**src/rtl/cpu_pkg.sv**
```systemverilog
`default_nettype none
// +----------------------------------------------------------------------+
// | Module      : cpu_pkg                                                |
// | Description : Shared opcodes, ALU select codes, FSM state encodings  |
// |               and opcode classes for the accumulator CPU.            |
// | Revision    : 1.0 - initial multicycle release                       |
// +----------------------------------------------------------------------+
package cpu_pkg;

    // 4-bit opcode encodings; wider opcode fields are zero-extended
    localparam logic [3:0] c_op_nop   = 4'b0000;
    localparam logic [3:0] c_op_load  = 4'b0001;
    localparam logic [3:0] c_op_store = 4'b0010;
    localparam logic [3:0] c_op_add   = 4'b0011;
    localparam logic [3:0] c_op_sub   = 4'b0100;
    localparam logic [3:0] c_op_and   = 4'b0101;
    localparam logic [3:0] c_op_or    = 4'b0110;
    localparam logic [3:0] c_op_not   = 4'b0111;
    localparam logic [3:0] c_op_loadb = 4'b1000;
    localparam logic [3:0] c_op_jmp   = 4'b1001;
    localparam logic [3:0] c_op_jz    = 4'b1010;
    localparam logic [3:0] c_op_halt  = 4'b1111;

    // ALU select codes, shared with the ALU
    localparam logic [2:0] c_alu_add = 3'b000;
    localparam logic [2:0] c_alu_sub = 3'b001;
    localparam logic [2:0] c_alu_and = 3'b010;
    localparam logic [2:0] c_alu_or  = 3'b011;
    localparam logic [2:0] c_alu_not = 3'b100;

    // Control FSM states; 6 and 7 are unreachable
    typedef enum logic [2:0] {
        S_IDLE   = 3'd0,
        S_FETCH  = 3'd1,
        S_DECODE = 3'd2,
        S_EXEC   = 3'd3,
        S_MEM    = 3'd4,
        S_HALT   = 3'd5
    } state_t;

    // Instruction classes produced by the opcode decoder
    typedef enum logic [2:0] {
        CLS_NOP     = 3'd0,
        CLS_ALU     = 3'd1,
        CLS_MEM     = 3'd2,
        CLS_JUMP    = 3'd3,
        CLS_HALT    = 3'd4,
        CLS_ILLEGAL = 3'd5
    } op_class_t;

endpackage
`default_nettype wire

```
**src/rtl/cu_opcode_decoder.sv**
```systemverilog
`default_nettype none
// +----------------------------------------------------------------------+
// | Module      : cu_opcode_decoder                                      |
// | Description : Combinational opcode classifier for the control unit. |
// | Revision    : 1.0 - initial multicycle release                       |
// +----------------------------------------------------------------------+
module cu_opcode_decoder
    import cpu_pkg::*;
#(
    parameter int OPCODE_W = 4
) (
    input  logic [OPCODE_W-1:0] opcode,
    output op_class_t           op_class,
    output logic [2:0]          alu_sel,
    output logic                is_store,
    output logic                is_loadb,
    output logic                is_jz
);

    // Classify the opcode; anything outside the table is illegal
    always_comb begin
        op_class = CLS_ILLEGAL;
        alu_sel  = c_alu_add;
        is_store = 1'b0;
        is_loadb = 1'b0;
        is_jz    = 1'b0;
        case (opcode)
            OPCODE_W'(c_op_nop):   op_class = CLS_NOP;
            OPCODE_W'(c_op_load):  op_class = CLS_MEM;
            OPCODE_W'(c_op_store): begin op_class = CLS_MEM; is_store = 1'b1; end
            OPCODE_W'(c_op_add):   begin op_class = CLS_ALU; alu_sel = c_alu_add; end
            OPCODE_W'(c_op_sub):   begin op_class = CLS_ALU; alu_sel = c_alu_sub; end
            OPCODE_W'(c_op_and):   begin op_class = CLS_ALU; alu_sel = c_alu_and; end
            OPCODE_W'(c_op_or):    begin op_class = CLS_ALU; alu_sel = c_alu_or;  end
            OPCODE_W'(c_op_not):   begin op_class = CLS_ALU; alu_sel = c_alu_not; end
            OPCODE_W'(c_op_loadb): begin op_class = CLS_MEM; is_loadb = 1'b1; end
            OPCODE_W'(c_op_jmp):   op_class = CLS_JUMP;
            OPCODE_W'(c_op_jz):    begin op_class = CLS_JUMP; is_jz = 1'b1; end
            OPCODE_W'(c_op_halt):  op_class = CLS_HALT;
            default:               op_class = CLS_ILLEGAL;
        endcase
    end

endmodule
`default_nettype wire

```
**src/rtl/multicycle_control_unit.sv**
```systemverilog
`default_nettype none
// +----------------------------------------------------------------------+
// | Module      : multicycle_control_unit                                |
// | Description : Fetch/decode/execute/memory sequencer for the         |
// |               accumulator CPU with req/ready memory handshake.      |
// | Revision    : 1.0 - initial multicycle release                       |
// +----------------------------------------------------------------------+
module multicycle_control_unit
    import cpu_pkg::*;
#(
    parameter int OPCODE_W  = 4,
    parameter int ALU_SEL_W = 3,
    parameter int STATE_W   = 3
) (
    input  logic                 clk,
    input  logic                 rst_n,
    input  logic                 start,
    input  logic [OPCODE_W-1:0]  opcode,
    input  logic                 zero_flag,
    input  logic                 mem_ready,
    output logic                 mem_req,
    output logic                 mem_write,
    output logic                 addr_sel,
    output logic                 ir_load,
    output logic                 pc_inc,
    output logic                 pc_load,
    output logic                 loadA,
    output logic                 loadB,
    output logic                 a_src,
    output logic [ALU_SEL_W-1:0] aluSel,
    output logic                 halted,
    output logic                 illegal,
    output logic [STATE_W-1:0]   state_dbg
);

    state_t    r_state;
    state_t    w_next;
    logic      r_illegal;
    logic      w_set_illegal;
    op_class_t w_class;
    logic [2:0] w_alu_sel;
    logic      w_is_store;
    logic      w_is_loadb;
    logic      w_is_jz;

    cu_opcode_decoder #(
        .OPCODE_W (OPCODE_W)
    ) u_decoder (
        .opcode   (opcode),
        .op_class (w_class),
        .alu_sel  (w_alu_sel),
        .is_store (w_is_store),
        .is_loadb (w_is_loadb),
        .is_jz    (w_is_jz)
    );

    // State register and sticky illegal-opcode flag
    always_ff @(posedge clk) begin
        if (!rst_n) begin
            r_state   <= S_IDLE;
            r_illegal <= 1'b0;
        end else begin
            r_state <= w_next;
            if (w_set_illegal) begin
                r_illegal <= 1'b1;
            end
        end
    end

    // Next-state and strobe decode; strobes are held low while reset is asserted
    always_comb begin
        w_next        = r_state;
        w_set_illegal = 1'b0;
        mem_req       = 1'b0;
        mem_write     = 1'b0;
        addr_sel      = 1'b0;
        ir_load       = 1'b0;
        pc_inc        = 1'b0;
        pc_load       = 1'b0;
        loadA         = 1'b0;
        loadB         = 1'b0;
        a_src         = 1'b0;
        aluSel        = '0;
        halted        = 1'b0;
        if (rst_n) begin
            case (r_state)
                S_IDLE: begin
                    if (start) w_next = S_FETCH;
                end
                S_FETCH: begin
                    mem_req = 1'b1;
                    if (mem_ready) begin
                        ir_load = 1'b1;
                        pc_inc  = 1'b1;
                        w_next  = S_DECODE;
                    end
                end
                S_DECODE: begin
                    case (w_class)
                        CLS_MEM:     w_next = S_MEM;
                        CLS_HALT:    w_next = S_HALT;
                        CLS_ILLEGAL: begin w_next = S_EXEC; w_set_illegal = 1'b1; end
                        default:     w_next = S_EXEC;
                    endcase
                end
                S_EXEC: begin
                    w_next = S_FETCH;
                    if (w_class == CLS_ALU) begin
                        loadA  = 1'b1;
                        aluSel = ALU_SEL_W'(w_alu_sel);
                    end else if (w_class == CLS_JUMP) begin
                        pc_load = w_is_jz ? zero_flag : 1'b1;
                    end
                end
                S_MEM: begin
                    mem_req   = 1'b1;
                    addr_sel  = 1'b1;
                    mem_write = w_is_store;
                    if (mem_ready) begin
                        w_next = S_FETCH;
                        if (w_is_loadb) begin
                            loadB = 1'b1;
                        end else if (!w_is_store) begin
                            loadA = 1'b1;
                            a_src = 1'b1;
                        end
                    end
                end
                S_HALT: begin
                    halted = 1'b1;
                    if (start) w_next = S_FETCH;
                end
                default: w_next = S_IDLE;
            endcase
        end
    end

    assign illegal   = r_illegal;
    assign state_dbg = STATE_W'(r_state);

endmodule
`default_nettype wire

```
**config.mk**
```make
export PLATFORM = sky130hd
export DESIGN_NAME = multicycle_control_unit
export DESIGN_NICKNAME = d
export VERILOG_FILES = /design/src/rtl/cpu_pkg.sv /design/src/rtl/cu_opcode_decoder.sv /design/src/rtl/multicycle_control_unit.sv
export SDC_FILE = /design/constraint.sdc
export NUM_CORES = 1
export LEC_CHECK = 0
export CAP_MARGIN = 20
export CORE_AREA = 4 4 41 43
export DETAILED_ROUTE_END_ITERATION = 8
export DIE_AREA = 0 0 45 47
export HOLD_SLACK_MARGIN = 0.1
export PLACE_DENSITY_LB_ADDON = 0.25
export SYNTH_ARGS = -nofsm -noshare
export SYNTH_HDL_FRONTEND = slang
export SYNTH_SLANG_ARGS = --single-unit
export TNS_END_PERCENT = 1
```
**constraint.sdc**
```tcl
create_clock -name clk -period 3.5 [get_ports clk]
set_input_delay 1.05 -clock clk [delete_from_list [all_inputs] [get_ports clk]]
set_output_delay 1.05 -clock clk [all_outputs]
set_load 0.01 [all_outputs]
```
### After elaboration in Yosys (flattened, before gate mapping)

Index checks and enable logic that the tools add are counted.

* bits of input ports: 9
* word-level logic and storage cells: 78
* bits in registers: 4
* output and inout port bits: 17

* muxes and demuxes: 44
* equality and inequality tests: 24
* reductions and logical operators: 8

Operators with widths (number)
* $mux 1: 33
* $pmux 3 s5: 2
* $mux 3: 6
* $eq 4x3->1 const B: 4
* $eq 4x4->1 const B: 4
* $eq 3x2->1 const B: 4
* $eq 3x3->1 const B: 4
* $pmux 3 s4: 1
* $eq 4x2->1 const B: 2
* $eq 3x1->1 const B: 2
* $pmux 3 s2: 1
* $reduce_or 2->1: 3
* $reduce_or 5->1: 1
* $eq 4x1->1 const B: 1
* $logic_not 4->1: 1
* $ne 2x2->1 const B: 2
* $logic_not 3->1: 1
* $reduce_and 3->1: 1
* $reduce_or 3->1: 1
* $ne 2x1->1 const B: 1
* $pmux 1 s2: 1

### Logic depth before layout (Yosys ltp)

* depth after elaboration: 8
* gate-level depth with buffers: 5
* depth with buffers taken out: 4

### Cells and area by module

Synthesis repeated with hierarchy kept, for this count alone.

* cells, all modules: 63
* area total of the unflattened synthesis: 469.2 um^2

By module, submodules not included
* multicycle_control_unit: seq. area each 80.1 um^2, area each 369.1 um^2, cells an instance 46, instances 1
* cu_opcode_decoder: seq. area each 0.0 um^2, area each 100.1 um^2, cells an instance 17, instances 1

### Least setup slack after synthesis

Ideal clock, no wire load.

* kind: input port to output port
* from: input opcode[0]
* to: output pc_load
* slack: 552 ps
* arrival time: 1898 ps
* stages: 4
* cells stage by stage: clkbuf_1 -> nor2b_1 -> mux2i_1 -> nor4b_1

* cells in the longest elaborated chain, start to end: 8

RTL lines
* start: declaration: RTL line multicycle_control_unit.sv:18 `input logic [OPCODE_W-1:0] opcode,`
* $eq 4x2->1 (tied with other cells): RTL line cu_opcode_decoder.sv:27 `case (opcode)`
* $reduce_or 5->1 (no source line) (tied with other cells)
* $pmux 3 s5: RTL line cu_opcode_decoder.sv:27
* $eq 3x2->1: RTL line multicycle_control_unit.sv:111 `end else if (w_class == CLS_JUMP) begin`
* $mux 1: RTL line multicycle_control_unit.sv:111
* $mux 1 *: RTL line multicycle_control_unit.sv:108 `if (w_class == CLS_ALU) begin`
* $mux 1 *: RTL line multicycle_control_unit.sv:86 `case (r_state)`
* $mux 1 *: RTL line multicycle_control_unit.sv:85 `if (rst_n) begin`
* end: declaration: RTL line multicycle_control_unit.sv:26 `output logic pc_load,`

Every way passes the cells marked *; elsewhere a longest branch is shown, timed or not.

### Final worst setup path

* from: input mem_ready
* to: output ir_load

* cells in the longest elaborated chain, start to end: 3

RTL lines
* start: declaration: RTL line multicycle_control_unit.sv:20 `input logic mem_ready,`
* $mux 1: RTL line multicycle_control_unit.sv:92 `if (mem_ready) begin`
* $mux 1: RTL line multicycle_control_unit.sv:86
* $mux 1: RTL line multicycle_control_unit.sv:85
* end: declaration: RTL line multicycle_control_unit.sv:24 `output logic ir_load,`

Every way passes these cells.

==> results_dict.tcl <==
set metrics [dict create \
    cts_resized 11 \
    rsz0062_at_grt "false" \
    overflow 0 \
    cpLargestDelayFamily "buffers and inverters" \
    critical_path_class "input pin to output port" \
    synthFlopType "dfxtp_1" \
    fmax_mhz 290.3 \
    postCtsSetupBuffers 0 \
    report.final.slew_viol_count 0 \
    grtUsageTotal_pct 14.53 \
    ys_ff_latch 4 \
    path_cells "clkdlybuf4s50_1 > buf_4 > and3_1 > clkdlybuf4s50_1" \
    ys_seq_area_share_pct 16.71 \
    avgSynthCellArea_um2 7.261 \
    endpoint_kind "output port" \
    synth_fp_nets 75 \
    required_ns 2.45 \
    cts-root-buf "clkbuf_4" \
    setup_viol 0 \
    drt_iter0_drc 3 \
    dp_hpwl_mm 1.040 \
    crit_path_start_kind "input pin" \
    die_y_um 47 \
    ant_nets 0 \
    floorplan.initialDensity_pct 36.83 \
    crit_arrival_ns 2.39 \
    leakage_nw 0.3912 \
    powerDensity_mw_per_mm2 249.4 \
    fin_skew_ns 0.001503 \
    fin_crit_ns 3.445 \
    cpMaxStageDelayCell "clkdlybuf4s50_1" \
    htreeDepth 1 \
    routedWlPerCell_um 11.82 \
    syn_to_final_growth_pct 69.97 \
    slew_headroom_pct 76.18 \
    cts_buffers 3 \
    numPortBuffers 25 \
    synth_warnings 0 \
    finalCritPeriodShare_pct 98.43 \
    tightest_slew_ns 0.3568 \
    clock_path_buffers 2 \
    final_cell_mix "14 x clkdlybuf4s50_1, 12 x buf_4, 11 x nor2_1" \
    ir_worst_vdd_mv 0.07987 \
    cpMostUsedCell "clkdlybuf4s50_1" \
    ctsHoldBuffers 0 \
    clk_latency_ns 0.24 \
    vias 584 \
    grt_max_degree 11 \
    hold_ws_ns 0.4953 \
    core_region_area_mm2 0.001301 \
    max-cap-violations 0 \
    grt_pass1_vias 563 \
    critPathBufInv 3 \
    cts_tree "done" \
    die_w_um 45 \
    hold_class "flop to flop" \
    final_common_cell "clkdlybuf4s50_1" \
    max_stage_delay_ns 0.54 \
    io_pins 26 \
    first_pass_iters 4 \
    drive_gt1_share_pct 18.18 \
    antenna_found_initial 0 \
    synth-edff-count 0 \
    clkTransAtPathRegs_ns 0.04 \
    async_flop_share_pct 0 \
    hold_viol_final 0 \
    rows 13 \
    cts.sinks 4 \
    dieArea_mm2 0.002115 \
    cp_max_fo 3 \
    finalWirelength_mm 1.348 \
    grt_pass1_wl_mm 2.290 \
    vias_per_cell 5.123 \
    gp_congestion 0.8274 \
    drc 0 \
    antenna_cells 0 \
    netlist_area_um2 479.2 \
    synthCells 66 \
    finalNetCount 110 \
    p_total_mw 0.2031 \
    status "finished clean" \
    yosysUniqueCellTypes 32 \
]
==> where the power goes <==
part	internal (mW)	switching, mW	total, mW
sequential	0.0500	0.00853	0.0585
clock	0.0385	0.0206	0.0590
combinational	0.0501	0.0355	0.0856
==> final timing paths <==
check / to / start / slack, ns / depth (start not counted)
worst max-delay path: ir_load / mem_ready / 0.06 / 4
worst min-delay path: illegal$_SDFFE_PN0P_ / illegal$_SDFFE_PN0P_ / 0.50 / 2
worst max register to register: state_dbg[1]$_SDFFE_PN0P_ / state_dbg[2]$_SDFFE_PN0P_ / 1.98 / 3
worst min register to register: illegal$_SDFFE_PN0P_ / illegal$_SDFFE_PN0P_ / 0.50 / 2
==> logic make-up after synthesis <==
| family | synth area share (%) |
|---|---|
| flops | 16.71 |
| mux | 9.399 |
| xor+xnor | 9.138 |
| compound gates | 17.49 |
| simple gates | 38.38 |
| buf+inv | 8.875 |
==> synthesized netlist by cell type (all sizes together), types with 2 or more instances <==
master,instances,area share [%]
nor2,11,8.6
buf,6,7.3
dfxtp,4,17
o21ai,4,4.2
xnor2,4,7.3
and3,3,3.9
mux2i,3,6.3
nand2,3,2.3
a21oi,2,2.1
a31oi,2,2.6
nand2b,2,2.6
nand3,2,2.1
nor2b,2,2.6
nor3,2,2.1
==> tightest hold or removal path, stage by stage (launching register included) <==
cell and delay (ns):
dfxtp_1 0.33, a31oi_1 0.05, nor2_1 0.08
==> layer usage <==
layer  up-vias  part of all wire [%]  global-route usage (%)
met5         -                     0                       0
met4         0                   1.2                   7.018
met3         3                   6.8                   2.682
met2        24                    45                   23.73
met1       257                    47                   18.41
li1        300                     -                       -
==> layout make-up <==
| type | count | area, µm² |
|---|---|---|
| multi-input cells | 54 | 359.1 |
| fillers | 133 | 486.7 |
| flip-flops and latches | 4 | 80.08 |
| inverters | 1 | 3.754 |
| repair buffers | 37 | 330.3 |
| well taps | 15 | 18.77 |
| clock buffers | 3 | 22.52 |
==> stage by stage <==
stage	setup WS, ns	util (%)	setup TNS, ns	instance area (µm²)	std cells
CTS	-0.09550	62.40	-0.09550	812.0	114
global placement	-0.3270	61.44	-2.449	799.5	111
global route	0.008281	62.60	0	814.5	114
floorplan	0.5516	-	0	479.2	66
detailed placement	-0.3447	61.44	-2.492	799.5	111
finish	0.05509	62.60	0	814.5	114
==> flip-flops by register name (all words and copies together) (netlist names) <==
| name | count |
|---|---|
| illegal | 1 |
| state_dbg | 3 |
Note: power is estimated with default switching activity, not from simulation.
